===== src/rtl/if_defs_pkg.sv =====
// Shared definitions for the fetch-stage PC sequencer: FSM state encodings
// and the default sequential step / reset PC.
package if_defs;

  typedef enum logic [1:0] {
    RST_WAIT = 2'd0,
    FETCH    = 2'd1,
    STALLED  = 2'd2,
    HALTED   = 2'd3
  } state_t;

  localparam int          DEF_PC_STEP  = 4;
  localparam logic [31:0] DEF_RESET_PC = 32'h0000_0000;

endpackage


===== src/rtl/if_pc_sequencer_adder.sv =====
// B-wide modulo-2^B adder used for the sequential PC increment.
module if_pc_sequencer_adder #(
  parameter int B = 32
) (
  input  logic [B-1:0] i_a,
  input  logic [B-1:0] i_b,
  output logic [B-1:0] o_sum
);

  assign o_sum = i_a + i_b;

endmodule


===== src/rtl/if_pc_sequencer.sv =====
// Fetch-stage PC owner and instruction-memory handshake controller.
// Optional halt input and HALTED state are enabled by defining IF_PC_HALT_EN.
module if_pc_sequencer
  import if_defs::*;
#(
  parameter int           B        = 32,
  parameter int           PC_STEP  = DEF_PC_STEP,
  parameter logic [B-1:0] RESET_PC = B'(DEF_RESET_PC)
) (
  input  logic         clk,
  input  logic         reset,
  input  logic         stall,
  input  logic         redirect,
  input  logic [B-1:0] redirect_target,
  input  logic         imem_ack,
`ifdef IF_PC_HALT_EN
  input  logic         halt,
`endif
  output logic         imem_req,
  output logic [B-1:0] imem_addr,
  output logic         fetch_valid,
  output logic [B-1:0] fetch_pc,
  output logic [B-1:0] fetch_pc_next
);

  localparam logic [B-1:0] STEP_W     = B'(PC_STEP);
  localparam logic [B-1:0] ALIGN_MASK = ~(STEP_W - B'(1));

  state_t       r_state;
  logic [B-1:0] r_pc;
  logic         r_fetch_valid;
  logic [B-1:0] r_fetch_pc;
  logic [B-1:0] r_fetch_pc_next;

  logic [B-1:0] w_pc_sum;
  logic [B-1:0] w_target;
  logic         w_halt;

`ifdef IF_PC_HALT_EN
  assign w_halt = halt;
`else
  assign w_halt = 1'b0;
`endif

  // One adder result serves both the next PC and the link address.
  if_pc_sequencer_adder #(.B(B)) u_adder (
    .i_a   (r_pc),
    .i_b   (STEP_W),
    .o_sum (w_pc_sum)
  );

  assign w_target = redirect_target & ALIGN_MASK;

  always_ff @(posedge clk) begin
    if (reset) begin
      r_state         <= RST_WAIT;
      r_pc            <= RESET_PC;
      r_fetch_valid   <= 1'b0;
      r_fetch_pc      <= '0;
      r_fetch_pc_next <= '0;
    end else begin
      // NOTE: default first so every non-accepting path drops fetch_valid
      // without repeating the assignment in each branch.
      r_fetch_valid <= 1'b0;
      case (r_state)
        RST_WAIT: r_state <= FETCH;
        FETCH: begin
          if (w_halt) begin
            r_state <= HALTED;
          end else if (redirect) begin
            r_pc    <= w_target;
            r_state <= stall ? STALLED : FETCH;
          end else if (stall) begin
            r_state <= STALLED;
          end else if (imem_ack) begin
            r_pc            <= w_pc_sum;
            r_fetch_valid   <= 1'b1;
            r_fetch_pc      <= r_pc;
            r_fetch_pc_next <= w_pc_sum;
          end
        end
        STALLED: begin
          if (w_halt) begin
            r_state <= HALTED;
          end else if (redirect) begin
            r_pc    <= w_target;
            r_state <= stall ? STALLED : FETCH;
          end else if (!stall) begin
            r_state <= FETCH;
          end
        end
`ifdef IF_PC_HALT_EN
        HALTED: r_state <= HALTED;
`endif
        default: r_state <= RST_WAIT;
      endcase
    end
  end

  assign imem_req      = (r_state == FETCH);
  assign imem_addr     = r_pc;
  assign fetch_valid   = r_fetch_valid;
  assign fetch_pc      = r_fetch_pc;
  assign fetch_pc_next = r_fetch_pc_next;

endmodule


===== config.mk =====
export PLATFORM = sky130hd
export DESIGN_NAME = if_pc_sequencer
export DESIGN_NICKNAME = d
export VERILOG_FILES = /design/src/rtl/if_defs_pkg.sv /design/src/rtl/if_pc_sequencer_adder.sv /design/src/rtl/if_pc_sequencer.sv
export SDC_FILE = /design/constraint.sdc
export NUM_CORES = 1
export LEC_CHECK = 0
export BUFFER_PORTS_ARGS = -buffer_cell sky130_fd_sc_hd__buf_2
export CAP_MARGIN = 25
export CELL_PAD_IN_SITES_DETAIL_PLACEMENT = 1
export CELL_PAD_IN_SITES_GLOBAL_PLACEMENT = 2
export CORE_MARGIN = 2
export CORE_UTILIZATION = 31
export DETAILED_ROUTE_END_ITERATION = 6
export MAX_ROUTING_LAYER = met4
export PLACE_DENSITY_LB_ADDON = 0.1
export SYNTH_ARGS = -nofsm -noshare
export SYNTH_HDL_FRONTEND = slang
export SYNTH_SLANG_ARGS = --single-unit

===== constraint.sdc =====
create_clock -name clk -period 4.5 [get_ports clk]
set_clock_uncertainty 0.05 [all_clocks]
set_input_delay 0.9 -clock clk [delete_from_list [all_inputs] [get_ports clk]]
set_output_delay 0.9 -clock clk [all_outputs]
set_load 0.01 [all_outputs]

After elaboration in Yosys (flattened, before gate mapping)
Index checks and enable logic that the tools add are counted.
{"block": "word_totals", "regBits": 99, "input_bits": 37, "output_inout_bits": 98}
{"block": "op_classes", "addsub": 1, "n_eq_ne": 7, "n_mux": 12, "bitwise_logic": 3, "reduce_logical": 6}
{"op": "$mux 32", "n": 4}
{"op": "$pmux 32 s2", "n": 1}
{"op": "$add 32x3->32 const B", "n": 1}
{"op": "$ne 3x3->1 const B", "n": 4}
{"op": "$mux 2", "n": 5}
{"op": "$reduce_and 4->1", "n": 2}
{"op": "$pmux 2 s3", "n": 1}
{"op": "$reduce_or 4->1", "n": 1}
{"op": "$not 1->1", "n": 3}
{"op": "$eq 2x1->1 const B", "n": 1}
{"op": "$eq 2x2->1 const B", "n": 1}
{"op": "$logic_not 2->1", "n": 1}
{"op": "$ne 2x2->1 const B", "n": 1}
{"op": "$reduce_and 2->1", "n": 1}
{"op": "$reduce_bool 2->1", "n": 1}
{"op": "$mux 1", "n": 1}

Longest topological paths before layout
Gate-level depths: netlist of the first run.
{"block": "logic_depth", "ltp_word": 5, "mapped_depth": 7, "ltp_nobuf": 6}

Modules after synthesis
Synthesis of the first run repeated with hierarchy kept, for this count alone.
{"block": "hier_totals", "hier_cells": 672, "hier_area_um2": 5357.6}
{"mod": "if_pc_sequencer", "n_inst": 1, "cells_each": 436, "area_per_inst_um2": 3644.7, "seq_area_each_um2": 1981.9}
{"mod": "if_pc_sequencer_adder", "n_inst": 1, "cells_each": 236, "area_per_inst_um2": 1712.9, "seq_area_each_um2": 0.0}

Worst setup path after synthesis of the first run
No wires, ideal clock.
{"block": "synth_path", "kind": "input port to flip-flop", "from": "in redirect", "to": "reg r_pc[31] (netlist: imem_addr[31])", "arrival_ns": 2.237, "required_ns": 4.376, "slack_ns": 2.139, "cell_stages": 5, "path_cell_list": "clkbuf_1 or3_1 dlymetal6s2s_1 or4_1 a31oi_1"}
{"block": "synth_via", "elab_chain_cells": 2, "elab_cells_between_ends": 6}
{"item": "start, declared", "line": "if_pc_sequencer.sv:13", "rtl": "input logic redirect,"}
{"item": "$ne 3x3->1 (no line), or another cell as far along"}
{"item": "$reduce_and 4->1 (no line) or $pmux 32 s2 (tied branches)"}
{"item": "end signal, assigned", "line": "if_pc_sequencer.sv:71", "rtl": "r_pc <= w_target;"}
{"item": "end signal, assigned", "line": "if_pc_sequencer.sv:76", "rtl": "r_pc <= w_pc_sum;"}
{"item": "end signal, assigned", "line": "if_pc_sequencer.sv:86", "rtl": "r_pc <= w_target;"}
{"item": "end, declared", "line": "if_pc_sequencer.sv:30", "rtl": "logic [B-1:0] r_pc;"}
Parallel ways exist; a longest one is shown, timed or not.
A chain may end at the register's enable or synchronous reset.

Worst setup path after layout of the first run
{"block": "layout_path", "from": "in redirect", "to": "reg r_pc[18] (netlist: imem_addr[18])"}
The elaborated chain is that of the path after synthesis.

==> out/results.txt, run 1 <==
CP Launch Type - input port
Top cells by area, synth - dfxtp_1 41%, a21oi_1 7.6%, nand2_1 7.6%, o21ai_0 4.0%, nor2_1 2.7%
Gate power share - 0.106
Pre-CTS WS - 1.41 ns
Total grt overflow - 0
First-pass GRT wire length - 25700 um
Worst skew pair latency - 0.35 ns
Crit share post-route - 0.612
Vias in the first global route - 4610
Distinct cells, synth - 61
Cts hold-fix bufs - 0
Final hold violation count - 0
Commonest non-fill, non-tap cell in the layout - buf_2
Cell-internal power - 1.38 mW
Vias per cell - 5.34
Status - completed
Met3 usage in global routing - 0.0305
Fin crit period - 2.75 ns
Starting DRT DRC Count - 211
Chip height - 125 um
Register area - 1860 um^2
Final net count - 703
Synthesized area - 4520 um^2
Setup Crit Path Kind - input port to flip-flop
Fillers - 1795
Largest net degree at the start of global routing - 74
Ys flop type - dfxtp_1
# rows - 44
Syn. warnings - 0
DRC - 0
RSZ-0062 raised after global routing - false
Hold Crit Class - flip-flop to flip-flop
DPL Wire Length - 11200 um
Most frequent cells in the layout - 126 x buf_2, 93 x dfxtp_1, 91 x nand2_1
Net switching fraction of the power - 0.269
Clock-pin slew on the worst setup and hold paths - 0.06 ns
CP Max Fanout - 19
Initial Utilization - 0.314
Reg2reg setup slack - 1.87 ns
Hold endpoint - fetch_pc[24]
Final instance area - 5520 um^2
Top Usage Layer GRT - met2
Htree depth - 3
Sequential power share - 0.473
Worst vdd ir - 0.000170 V
Routed Wire Length - 16200 um
Slew HR - 0.395
Detailed-router iteration count before antenna repair - 6
CORE AREA - 14400 um^2
Asr flop ratio synth - 0
Mean area per synthesized cell - 8.01 um^2
Post-Place Cell Area - 5210 um^2
Antenna cells - 0
Clock sinks - 93
Layout area overhead - 22.1%
Synth Register Bits - 93
Number of antenna violations at the first check in global routing - 0
I/O pins - 135
Synth top area share - 0.412
Overall die width - 125 um
Met2 usage - 0.368
Final setup violation count - 0
Lkg Pwr - 2.22 nW
Pwr dens - 343 nW/um^2
Worst r2r src - imem_addr[2]
Cts repair resizes - 0
Layout cells sized above 1 - 0.246
RD Place Congestion - 0.761
Area of the multi-input gates - 2400 um^2
Tot GR Track Use - 0.215
Clk network pwr share - 0.420
Worst hold start - fetch_pc[24]
Max-cap violations - 0
Reg2reg path depth - 6
Via count - 4550
Slew at the pin closest to its max-slew limit - 0.906 ns
WP data required - 4.69 ns
Crit path DAT - 2.95 ns
Max Root-Sink Buffers - 2
Die area - 15600 um^2
Slew Viols, Final - 0
Cell taking the most area after synthesis - dfxtp_1
Root Driver - clkbuf_16
R2R Path End - imem_addr[22]
Met1 global-route usage - 0.259
Mapped Cells - 564
Total negative slack - 0 ns
Kind of end point of the critical path - flip-flop
Seq/Total Area, Yosys - 0.412
Antenna-violating nets left - 0
Avg WL per Cell - 19.0 um
Max Fclk - 363 MHz
CTS buffer count - 9
Setup bufs post-CTS - 0
EDFF count, synth - 0
Setup ws final - 1.75 ns
Buffers on Ports - 126
Sw power - 510 uW
Hold path depth - 2
CTS tree - built
## cells in the mapped netlist (all sizes together) (2+ instances only)
cell	n
dfxtp	93
nand2	92
a21oi	69
o21ai	41
clkbuf	34
nor2	33
nand3	18
a31oi	17
buf	16
and3	13
xor2	13
xnor2	12
nor3	11
nand4	10
or3	10
a211oi	8
a22o	7
and4	6
inv	6
and2	5
nor4	5
or4	5
a32o	4
nand2b	3
o211ai	3
o31ai	3
a21o	2
a22oi	2
a311oi	2
mux2i	2
nor2b	2
o22ai	2
o41ai	2
## through the flow
stage | hold slack [ns] | utilization | cells | power, mW
after global placement | 0.391 | 0.363 | 837 | 1.11
final | 0.403 | 0.384 | 852 | 1.89
after CTS | 0.407 | 0.383 | 851 | 1.92
after global routing | 0.426 | 0.384 | 852 | 1.97
after floorplan | 0.431 | - | 569 | 1.03
after detailed placement | 0.397 | 0.363 | 837 | 1.12
## worst max-delay path: stages
cell and delay, ns:
buf_2 0.32, nand2_1 0.49, nand2_1 0.48, buf_4 0.34, o21ai_0 0.13, a32o_1 0.27
## sequential cells by signal, indices dropped and copies added (netlist names)
| register | cells |
|---|---|
| fetch_pc | 30 |
| imem_addr | 30 |
| fetch_valid | 1 |
| fetch_pc_next | 30 |
| r_state | 2 |
## routing by layer
metal	share of wire	vias up
li1	-	2200
met1	0.45	2234
met2	0.50	100
met3	0.035	16
met4	0.016	0
met5	0	-
## cell families after synthesis
kind of cell               share of synthesized area
and+or+nand+nor                                0.244
AOI/OAI and AO/OA                              0.222
DFF                                            0.412
buffers and inverters                         0.0626
xor gates and xnor gates                      0.0485
adders and majority gates                    0.00499
muxes                                        0.00443
other                                       0.000830
## layout make-up
| class | count | area share |
|---|---|---|
| clock buffer | 11 | 0.0458 |
| clock inverter | 3 | 0.00839 |
| inverter | 6 | 0.00408 |
| multi-input combinational | 419 | 0.434 |
| sequential | 93 | 0.338 |
| tap | 184 | 0.0417 |
| timing repair buffer | 136 | 0.128 |
## power by group through the flow
stage / sequential (mW) / clock [mW] / combinational (mW)
2_1_floorplan: 0.905 / 0 / 0.123
3_3_place_gp: 0.914 / 0 / 0.198
3_5_place_dp: 0.915 / 0 / 0.201
4_1_cts: 0.896 / 0.818 / 0.203
5_1_grt: 0.900 / 0.849 / 0.223
6_report: 0.895 / 0.796 / 0.201
## how the worst max path moves through the flow
stage / depth (start not counted) / slack (ns) / from / to
final: 6 / 1.75 / redirect / imem_addr[18]
after global routing: 6 / 1.57 / redirect / imem_addr[18]
after CTS: 6 / 1.79 / redirect / imem_addr[18]
after detailed placement: 6 / 1.41 / redirect / imem_addr[18]
after global placement: 6 / 1.45 / redirect / imem_addr[18]
after floorplan: 5 / 2.14 / redirect / imem_addr[31]
Note: power is estimated with default switching activity, not from simulation.
==> inputs of run 2 (changes only) <==
CORE_UTILIZATION = 29   (was 31)
clock period = 2.6 ns   (was 4.5 ns; I/O delays follow)
==> run 2 against run 1 <==
  * Combinational power up 110%
  * Total power rose by 74%
  * Clock power is 71% higher
  * Wire length is 1.6% higher
  * Sequential cell count stayed put
  * Sequential power is 70% higher
  * Register-to-register slack worse by 1.5 ns
  * Global-route usage down 0.64 points
  * Sequential share of layout area is 1.5 points lower
  * Largest power group unchanged
  * Via count up 2.1%
  * Final cell count rose by 3.9%
  * Highest routed layer unchanged
==> out/results.txt, run 2 (same netlist as run 1, synthesis figures left out) <==
Max Root-Sink Buffers - 2 (unchanged)
CTS buffer count - 9 (unchanged)
First-pass GRT wire length - 25800 um (+0.35%)
Slew HR - 0.448 (+0.0524)
CP peak stage delay - 0.54 ns (+0.05 ns)
Antenna-violating nets left - 0 (unchanged)
Antenna cells - 0 (unchanged)
DPL Wire Length - 11800 um (+5.6%)
Critical path buffers and inverters - 0 (-2)
Kind of end point of the critical path - flip-flop
Root Driver - clkbuf_16
Layout area overhead - 27.9%
Overall die width - 129 um (+3.3%)
Layout cells sized above 1 - 0.278 (+0.0328)
Commonest non-fill, non-tap cell in the layout - buf_2
CORE AREA - 15200 um^2 (+5.8%)
Worst skew pair latency - 0.35 ns (about the same)
Starting DRT DRC Count - 209 (-0.95%)
Post-route insts no fill - 885 (+3.9%)
RSZ-0062 raised after global routing - false
Max-cap violations - 0 (unchanged)
# rows - 45 (+2.3%)
WHS - 0.379 ns (-0.0240 ns)
Cts repair resizes - 0 (unchanged)
Crit path cell chain - nand4_2 -> nor4_4 -> nand4_1 -> or4_1 -> a31oi_1
Lkg Pwr - 2.39 nW (+7.4%)
Post-Place Cell Area - 5480 um^2 (+5.1%)
Vias per cell - 5.25 (-1.7%)
Final net count - 730 (+3.8%)
Tot GR Track Use - 0.208 (-0.00639)
Avg WL per Cell - 18.6 um (-2.2%)
Total grt overflow - 0 (unchanged)
Total negative slack - 0 ns (unchanged)
Final setup violation count - 0 (unchanged)
Final hold violation count - 0 (unchanged)
Pwr Total - 3.30 mW (+74%)
Crit share post-route - 0.874
Met1 global-route usage - 0.242 (-0.0168)
Crit path DAT - 2.50 ns (-0.45 ns)
RD Place Congestion - 0.817 (+7.3%)
Slew Viols, Final - 0 (unchanged)
CP Max Fanout - 9 (-10)
Clock-pin slew on the worst setup and hold paths - 0.07 ns (about the same)
Pre-CTS WS - 0.347 ns (-1.07 ns)
Die area - 16600 um^2 (+6.7%)
Initial Utilization - 0.297 (-0.0172)
Htree depth - 3 (unchanged)
I/O pins - 135 (unchanged)
Detailed-router iteration count before antenna repair - 4 (-2)
Slew at the pin closest to its max-slew limit - 0.828 ns (-0.0785 ns)
Met2 usage - 0.359 (-0.00918)
Pwr dens - 571 nW/um^2 (+66%)
Chip height - 129 um (+3.3%)
Crit path max-delay cell type - dfxtp_1
Fin crit period - 2.27 ns
WP data required - 2.82 ns (-1.87 ns)
DRC - 0 (unchanged)
CP Launch Type - flip-flop
Via count - 4645 (+2.1%)
Largest net degree at the start of global routing - 71 (-4.1%)
Most frequent cells in the layout - 126 x buf_2, 93 x dfxtp_1, 91 x nand2_1
Routed Wire Length - 16500 um (+1.6%)
Top Usage Layer GRT - met2
Hold Crit Class - input port to flip-flop
Setup Crit Path Kind - flip-flop to flip-flop
Worst vdd ir - 0.000294 V (+73%)
Status - completed
Setup bufs post-CTS - 0 (unchanged)
Clock sinks - 93 (unchanged)
Worst path top cell family by delay - simple AND/OR/NAND/NOR gates
Buffers on Ports - 126 (unchanged)
Util after Layout - 0.380 (-0.00392)
Number of antenna violations at the first check in global routing - 0 (unchanged)
Max Fclk - 440 MHz
Setup ws final - 0.327 ns (-1.42 ns)
Vias in the first global route - 4734 (+2.7%)
Final instance area - 5780 um^2 (+4.7%)
Placed Cells - 869 (+3.8%)
Cts hold-fix bufs - 0 (unchanged)
Met3 usage in global routing - 0.0474 (+0.0169)
CTS tree - built
run 2: path summary, 6_finish.rpt:
kind	startpoint	endpoint	slack [ns]	depth (start not counted)
worst max-delay path	imem_addr[10]	imem_addr[31]	0.33	5
worst max register to register	imem_addr[10]	imem_addr[31]	0.33	5
worst min-delay path	redirect_target[3]	imem_addr[3]	0.38	3
worst min register to register	fetch_pc[22]	fetch_pc[22]	0.40	2
run 2: layout make-up:
| class | instances | area (um^2) |
|---|---|---|
| repair buffers | 163 | 958 |
| clock buffers | 10 | 239 |
| well taps | 188 | 235 |
| clock inverters | 6 | 61.3 |
| inverters | 6 | 22.5 |
| fillers | 1917 | 9430 |
| flip-flops and latches | 93 | 1860 |
| multi-input cells | 419 | 2400 |
run 2: routing by layer:
| metal | vias up | share of wire |
|---|---|---|
| met1 | 2252 | 0.43 |
| met2 | 122 | 0.51 |
| li1 | 2258 | - |
| met4 | 0 | 0.014 |
| met5 | - | 0 |
| met3 | 13 | 0.049 |
run 2: power by group:
part           switching (mW)  internal, mW  total (mW)
clock network           0.590         0.770        1.36
logic                   0.253         0.166       0.419
registers              0.0499          1.47        1.52
total                   0.893          2.41        3.30
run 2: tightest hold or removal path, delay by kind of cell:
family / cells / cell delay (ns)
AO/OA/AOI/OAI: 1 / 0.08
AND/OR/NAND/NOR: 1 / 0.04
buffers and inverters: 1 / 0.10
